`src/rtl/usb_line_reader.sv`:
```
// Line assembler for the USB CDC receive path: pulls bytes from usb_uart and holds one
// newline-terminated line for a consumer. Optional feature macro: USB_LINE_READER_STRIP_CR_EN.
module usb_line_reader #(
    parameter int         MAX_LEN = 16,
    parameter logic [7:0] TERM    = 8'h0A
) (
    input  logic                     clk_48mhz,
    input  logic                     resetn,
    output logic                     uart_re,
    input  logic [7:0]               uart_do,
    input  logic                     uart_wait,
    output logic                     line_valid,
    input  logic                     line_ready,
    output logic [$clog2(MAX_LEN):0] line_len,
    input  logic [$clog2(MAX_LEN)-1:0] rd_addr,
    output logic [7:0]               rd_data,
    output logic                     overflow,
    output logic                     led,
    output logic [1:0]               state_dbg
);
    localparam int AW = $clog2(MAX_LEN);
    localparam int CW = AW + 1;
    localparam logic [CW-1:0] FULL = CW'(MAX_LEN);

    typedef enum logic [1:0] {
        FILL    = 2'd0,
        DISCARD = 2'd1,
        HOLD    = 2'd2
    } state_t;

    state_t          state, state_nxt;
    logic [CW-1:0]   count, count_nxt;
    logic [CW-1:0]   len_nxt;
    logic            valid_nxt;
    logic            ovf_nxt;
    logic            led_nxt;
    logic            wr_en;
    logic            accept;
    logic            cr_drop;
    logic [7:0]      line_buf [MAX_LEN];

    // Handshakes: a byte moves when uart_re && !uart_wait in the same cycle; a line is
    // handed over while line_valid is high and is released on the first cycle line_ready is high.
    assign uart_re   = (state == FILL) || (state == DISCARD);
    assign accept    = uart_re && !uart_wait;
    assign state_dbg = state;

`ifdef USB_LINE_READER_STRIP_CR_EN
    assign cr_drop = (uart_do == 8'h0D);
`else
    assign cr_drop = 1'b0;
`endif

    always_comb begin
        state_nxt = state;
        count_nxt = count;
        len_nxt   = line_len;
        valid_nxt = line_valid;
        ovf_nxt   = 1'b0;
        led_nxt   = led;
        wr_en     = 1'b0;
        case (state)
            FILL: begin
                if (accept && !cr_drop) begin
                    if (uart_do == TERM) begin
                        // Empty lines are swallowed silently.
                        if (count != '0) begin
                            len_nxt   = count;
                            valid_nxt = 1'b1;
                            state_nxt = HOLD;
                        end
                    end else if (count < FULL) begin
                        wr_en     = 1'b1;
                        count_nxt = count + CW'(1);
                    end else begin
                        ovf_nxt   = 1'b1;
                        count_nxt = '0;
                        state_nxt = DISCARD;
                    end
                end
            end
            DISCARD: begin
                if (accept && !cr_drop && (uart_do == TERM)) begin
                    count_nxt = '0;
                    state_nxt = FILL;
                end
            end
            HOLD: begin
                if (line_ready) begin
                    valid_nxt = 1'b0;
                    count_nxt = '0;
                    led_nxt   = ~led;
                    state_nxt = FILL;
                end
            end
            default: begin
                count_nxt = '0;
                valid_nxt = 1'b0;
                state_nxt = FILL;
            end
        endcase
    end

    always_ff @(posedge clk_48mhz or negedge resetn) begin
        if (!resetn) begin
            state      <= FILL;
            count      <= '0;
            line_len   <= '0;
            line_valid <= 1'b0;
            overflow   <= 1'b0;
            led        <= 1'b0;
            rd_data    <= 8'h00;
        end else begin
            state      <= state_nxt;
            count      <= count_nxt;
            line_len   <= len_nxt;
            line_valid <= valid_nxt;
            overflow   <= ovf_nxt;
            led        <= led_nxt;
            rd_data    <= line_buf[rd_addr];
        end
    end

    // Buffer storage carries no reset so it can map onto plain RAM.
    always_ff @(posedge clk_48mhz) begin
        if (wr_en) begin
            line_buf[count[AW-1:0]] <= uart_do;
        end
    end

endmodule
```
`config.mk`:
```
export PLATFORM = sky130hd
export DESIGN_NAME = usb_line_reader
export DESIGN_NICKNAME = d
export VERILOG_FILES = /design/src/rtl/usb_line_reader.sv
export SDC_FILE = /design/constraint.sdc
export NUM_CORES = 1
export LEC_CHECK = 0
export CAP_MARGIN = 30
export CORE_MARGIN = 5
export CORE_UTILIZATION = 55
export DETAILED_ROUTE_END_ITERATION = 6
export HOLD_SLACK_MARGIN = 0.02
export PLACE_DENSITY = 0.74
export SLEW_MARGIN = 25
export SYNTH_ARGS = -nofsm -noshare
export SYNTH_HDL_FRONTEND = slang
export SYNTH_SLANG_ARGS = --single-unit
```
`constraint.sdc`:
```
create_clock -name clk_48mhz -period 2.8 [get_ports clk_48mhz]
set_input_delay 0.56 -clock clk_48mhz [delete_from_list [all_inputs] [get_ports clk_48mhz]]
set_output_delay 0.56 -clock clk_48mhz [all_outputs]
set_load 0.05 [all_outputs]
```
# Yosys cells after proc, flatten, opt, wreduce, memory -nomap -nowiden
# Memory sizes are Yosys's and may differ from the RTL's. A register that Yosys moved wholly into a read port is not among the register bits.
# Index checks and enable logic that the tools add are counted.
# totals
mem_bits_ro	0
out_inout_bits	19
mem_bits_rw	128
ff_bits	15
latchBits	0
elab_cells	62
inputBits	16
n_memories	1
# memory_table
memory	words	word_bits	rd	rd_clocked_by_memory_dff	write_ports	line_no	source
line_buf	16	8	1	1	1	40	logic [7:0] line_buf [MAX_LEN];
# classes
eq_ne	11
n_div	0
n_shift	0
n_reduce_logical	12
magnitude_cmp	1
mul	0
addsub	1
bitwise_logic	2
muxes	28
# ops
op	count
$mux W5	5
$pmux W5 S3	1
$mux W1	14
$mux W2	6
$reduce_and A5 Y1	2
$eq A8 B4 Y1 const B	1
$reduce_and A4 Y1	2
$ne A2 B1 Y1 const B	3
$ne A2 B2 Y1 const B	3
$pmux W2 S3	1
$add A5 B1 Y5 const B	1
$lt A5 B5 Y1 const B	1
$reduce_bool A5 Y1	1
$ne A3 B2 Y1 const B	1
$ne A3 B3 Y1 const B	1
$pmux W1 S3	1
$eq A2 B1 Y1 const B	1
$eq A2 B2 Y1 const B	1
$logic_and A1 B1 Y1	2
$logic_not A1 Y1	2
$logic_not A2 Y1	1
$not A1 Y1	2
$reduce_and A2 Y1	1
$logic_or A1 B1 Y1	1

# Logic depth before layout (Yosys ltp)
# logic_depth
depth_word	7
ltp_mapped	6
mapped_depth_nobuf	6

# Worst setup path before layout
# Ideal clock, no wire load.
# synth_path
path_type	reg-to-reg
startpoint	reg state[1], in the netlist state_dbg[1]
endpoint	mem line_buf[4][0] (enable)
path_stages_with_launch	6
arrival_ns	2.069
n_path_buf	1
t_required_ns	2.429
synth_period_minus_slack_ns	2.440
setup_ns	0.371
path_slack_ns	0.360
cell_sequence	dfrtp_1 buf_2 or3_4 a211oi_2 nand3b_1 nor2_1
# synth_between
elab_chain_cells	7
word_cells_on_any_way	8
cone_classes	1 x eq/ne; 4 x mux; 3 x reduce/logical
# synth_lines
item	line_no	source
from (decl)	31	state_t state, state_nxt;
from (signal assigned)	114	state <= state_nxt;
$eq A2 B1 Y1 or $logic_not A2 Y1 (tied branches)	44, 62	
$logic_or A1 B1 Y1	44	assign uart_re = (state == FILL) || (state == DISCARD);
$logic_and A1 B1 Y1	45	assign accept = uart_re && !uart_wait;
$mux W1	64	if (accept && !cr_drop) begin
$mux W1 *	62	case (state)
$mux W1 *	126	if (wr_en) begin
$mux W1 (not written as such) *	127	line_buf[count[AW-1:0]] <= uart_do;
to (decl)	40	
# Mark *: on every way between the ends. The rest lies on a longest branch, timed or not.

# Final worst setup path
# layout_path
startpoint	reg state[1], in the netlist state_dbg[1]
endpoint	out uart_re
# layout_between
elab_chain_cells	2
word_cells_on_any_way	3
cone_classes	1 x eq/ne; 2 x reduce/logical
# layout_lines
item	line_no	source
$eq A2 B1 Y1 or $logic_not A2 Y1 (tied branches)	44	
$logic_or A1 B1 Y1 *	44	
to (decl)	9	output logic uart_re,
# Marked as above.

==> metrics.md <==
| Metric | Value |
|---|---|
| Status | `complete, no violations` |
| Uppermost layer routed | `met4` |
| Top Ports | `35` |
| Worst Skew | `~0.0085 ns` |
| Post CTS Setup Buffer Count | `0` |
| Die Height | `around 110 microns` |
| Root Driver | `clkbuf_8` |
| Static Leak | `approximately 2.5 nW` |
| Setup CP Type | `flip-flop to primary output` |
| Setup TNS | `0 ns` |
| CP startpoint | `state_dbg[1]$_DFFE_PN0P_` |
| Crit Reg-Reg Startpoint | `state_dbg[0]$_DFFE_PN0P_` |
| Power per cell area | `just under 800 nW/um^2` |
| Asr flop ratio synth | `0.152` |
| M1 WL | `5.06 mm` |
| Setup Viol. Count Final | `0` |
| Wire per inst | `between 20 and 25 microns` |
| Startpoint types | `flip-flop` |
| Period utilization | `0.950` |
| Grt ovf | `0` |
| Ratio of cells with drive above 1 in the final layout | `0.314` |
| Met2 Routed Length | `between 5 and 6 mm` |
| H-tree Lvls | `4` |
| Slowest stage delay, CP | `about 0.85 ns` |
| Vias | `3,001` |
| Synth Area in XOR/XNOR | `0.00146` |
| Synth Area in Adders | `0.00835` |
| Max Transition Viols Final | `0` |
| Drt drc | `0` |
| CTS tree | `built` |
| RSZ-0062 raised after global routing | `false` |
| Initial antenna violation count | `0` |
| Comb pwr share | `0.146` |
| Vias in the first global route | `between 3,000 and 4,000` |
| First-pass GRT wire length | `around 19 mm` |
| Setup crit end kind | `primary output` |
| Clock Sinks | `approximately 150` |
| Syn_area_per_cell | `around 21 sq um` |
| Setup slack, reg-to-reg | `0.56 ns` |
| Clk_lat worst skew | `just over 0.5 ns` |
| Register area | `4420 sq um` |
| Drt initial violations | `~280` |
| CTS resizes | `0` |
| DR pass1 iterations | `5` |
| Reg power frac | `0.486` |
| Post-CTS Hold Buffers | `0` |
| Max VDD drop | `0.377 mV` |
| Maximum clock insertion buffer count | `2` |
| # fillers | `720` |
| Routed wl met3 | `638 microns` |
| Initial Utilization | `0.558` |
| Sequential area share after synthesis | `0.737` |
| Placed Instances | `481` |
| Required @ worst endpoint | `between 2 and 2.5 ns` |
| Main combinational cell family by area after synthesis | `multiplexers` |
| Worst r2r dst | `line_buf[7][6]$_DFFE_PP_` |
| CP cell instances | `inv_1 > clkdlybuf4s50_1` |
| Cell variety after synth | `between 40 and 50` |
| Row count | `38` |
| Netlist Area Pre-Place | `between 5000 and 6000 sq um` |
| WL final | `roughly 12 mm` |
| Area growth syn-to-layout | `22.1%` |
| Fmax | `~0.38 GHz` |
| Die W | `114 microns` |
| NumNets Final | `380` |
| Max FO, Critical Path | `11` |
| CTS Buf Count | `17` |
| Final hold violation count | `0` |
| Post-Route Utilization | `0.681` |
| Worst Setup EP | `uart_re` |
| Post-synthesis mux area share | `0.159` |
| Worst hold slack | `roughly 0.41 ns` |
| P_sw | `1.41 mW` |
| Area of the die | `~13,000 sq um` |
| Gpl congestion | `~0.84` |
| Post-Synthesis Cells | `286` |
| Clock power share | `0.369` |
| Final HPWL from detailed placement | `slightly below 8 mm` |
| Post-layout min period | `between 2 and 3 ns` |
| Largest net degree at the start of global routing | `33` |
| Multi-input combinational cell area | `roughly 1500 sq um` |
| Post-Syn Nets | `306` |
| FF+latch count, synth | `around 150` |
| Crit-path slowest cell | `clkdlybuf4s50_1` |
| Post-route ant nets | `0` |
| Post-synth EDFFs | `between 100 and 150` |
| Tightest Pin Transition | `roughly 0.52 ns` |
| Port Buffers | `34` |
| Sw frac | `0.251` |
| Slew headroom | `0.655` |
| Yosys warns | `0` |
| Simple-gate share of the synthesized area | `0.0547` |
| Most used DFF post-synth | `edfxtp_1` |
| R2R depth | `6` |
| Core area | `~11,000 sq um` |
| Via density | `5.85` |
| Clock transition at path regs | `roughly 0.060 ns` |
| Worst Hold Class | `input port to async pin` |
| Number of diodes | `0` |
| GRT Total Usage | `0.201` |
| Int Power | `between 4 and 5 mW` |
| Count of non-filler cells in the finished layout | `between 500 and 600` |
| Complex-gate fraction of the synthesized area | `0.0246` |
| Worst EP arrival | `2.10 ns` |
| Max-Cap Viols | `0` |
## synthesized netlist by cell type, types with 3 or more instances
library cell	n	area share
edfxtp_1	128	0.64
mux4_2	40	0.15
dfrtp_1	23	0.096
nor2_1	13	0.0081
inv_1	8	0.0050
nand2b_1	8	0.0083
a22o_1	5	0.0073
and2_1	5	0.0052
buf_1	5	0.0031
ha_1	4	0.0083
a21oi_1	3	0.0025
and3_1	3	0.0031
buf_4	3	0.0038
nand2_1	3	0.0019
## power by group through the flow
stage | logic [mW] | clock network, mW | registers (mW)
floorplan | 0.424 | 0 | 2.84
global placement | 0.816 | 0 | 2.77
detailed placement | 0.823 | 0 | 2.78
CTS | 0.831 | 2.12 | 2.74
global route | 0.887 | 2.25 | 2.76
finish | 0.822 | 2.08 | 2.74
## metal layers
layer  GRT usage  vias to the layer above
met1       0.278                     1565
met2       0.314                       97
li1            -                     1326
met3      0.0650                       13
met4      0.0499                        0
met5           0                        -
## critical path, delay by kind of cell, from the launching register on
family,cells,cell delay [ns]
flops,1,0.50
buf+inv,2,1.08
## cell families (layout without fill, tap and decap cells)
family	count (synthesis)	count (layout)
flip-flops	151	151
AND/OR/NAND/NOR	50	50
multiplexers	44	44
buffers and inverters	20	107
AO/OA/AOI/OAI	16	16
adder cells (fa/ha/maj)	4	4
XOR/XNOR	1	1
## stage by stage
step | area [sq um] | total power, mW | setup slack [ns]
floorplan | 5990 | 3.26 | 0.360
global placement | 6770 | 3.59 | 0.171
detailed placement | 6770 | 3.61 | 0.139
CTS | 7320 | 5.69 | 0.106
global route | 7320 | 5.90 | 0.0334
finish | 7320 | 5.64 | 0.140
## placed cells by master, fill, tap and decap left out, types with 3 or more instances in the layout
master	synthesis	final
a21oi_1	3	3
a22o_1	5	5
and2_1	5	5
and3_1	3	3
buf_12	0	6
buf_4	3	27
clkbuf_16	0	16
clkdlybuf4s50_1	0	33
clkinv_2	0	6
clkinvlp_4	0	4
dfrtp_1	23	23
edfxtp_1	128	128
ha_1	4	4
inv_1	8	8
mux4_2	40	40
nand2_1	3	3
nand2b_1	8	8
nor2_1	13	13
## how the worst min path moves through the flow
| stage | endpoint | cells past startpoint | slack (ns) | start |
|---|---|---|---|---|
| 2_1_floorplan | count[0]$_DFFE_PN0P_ | 0 | 0.26 | resetn |
| 3_3_place_gp | led$_DFFE_PN0P_ | 1 | 0.46 | led$_DFFE_PN0P_ |
| 3_5_place_dp | led$_DFFE_PN0P_ | 1 | 0.46 | led$_DFFE_PN0P_ |
| 4_1_cts | rd_data[4]$_DFF_PN0_ | 2 | 0.40 | resetn |
| 5_1_grt | rd_data[4]$_DFF_PN0_ | 2 | 0.43 | resetn |
| 6_report | rd_data[0]$_DFF_PN0_ | 2 | 0.41 | resetn |
## cell type report
class,instances,share of cell area
Sequential cell,151,0.604
Clock buffer,18,0.0571
Clock inverter,14,0.0181
Tap cell,140,0.0239
Inverter,8,0.00410
Multi-Input combinational cell,115,0.203
Timing Repair Buffer,67,0.0899
## state kept, by name (all words and copies together) (netlist names)
name and flops:
rd_data 8, led 1, line_len 5, line_valid 1, state_dbg 2, line_buf 128, overflow 1, count 5
(Power assumes the default switching activity.)
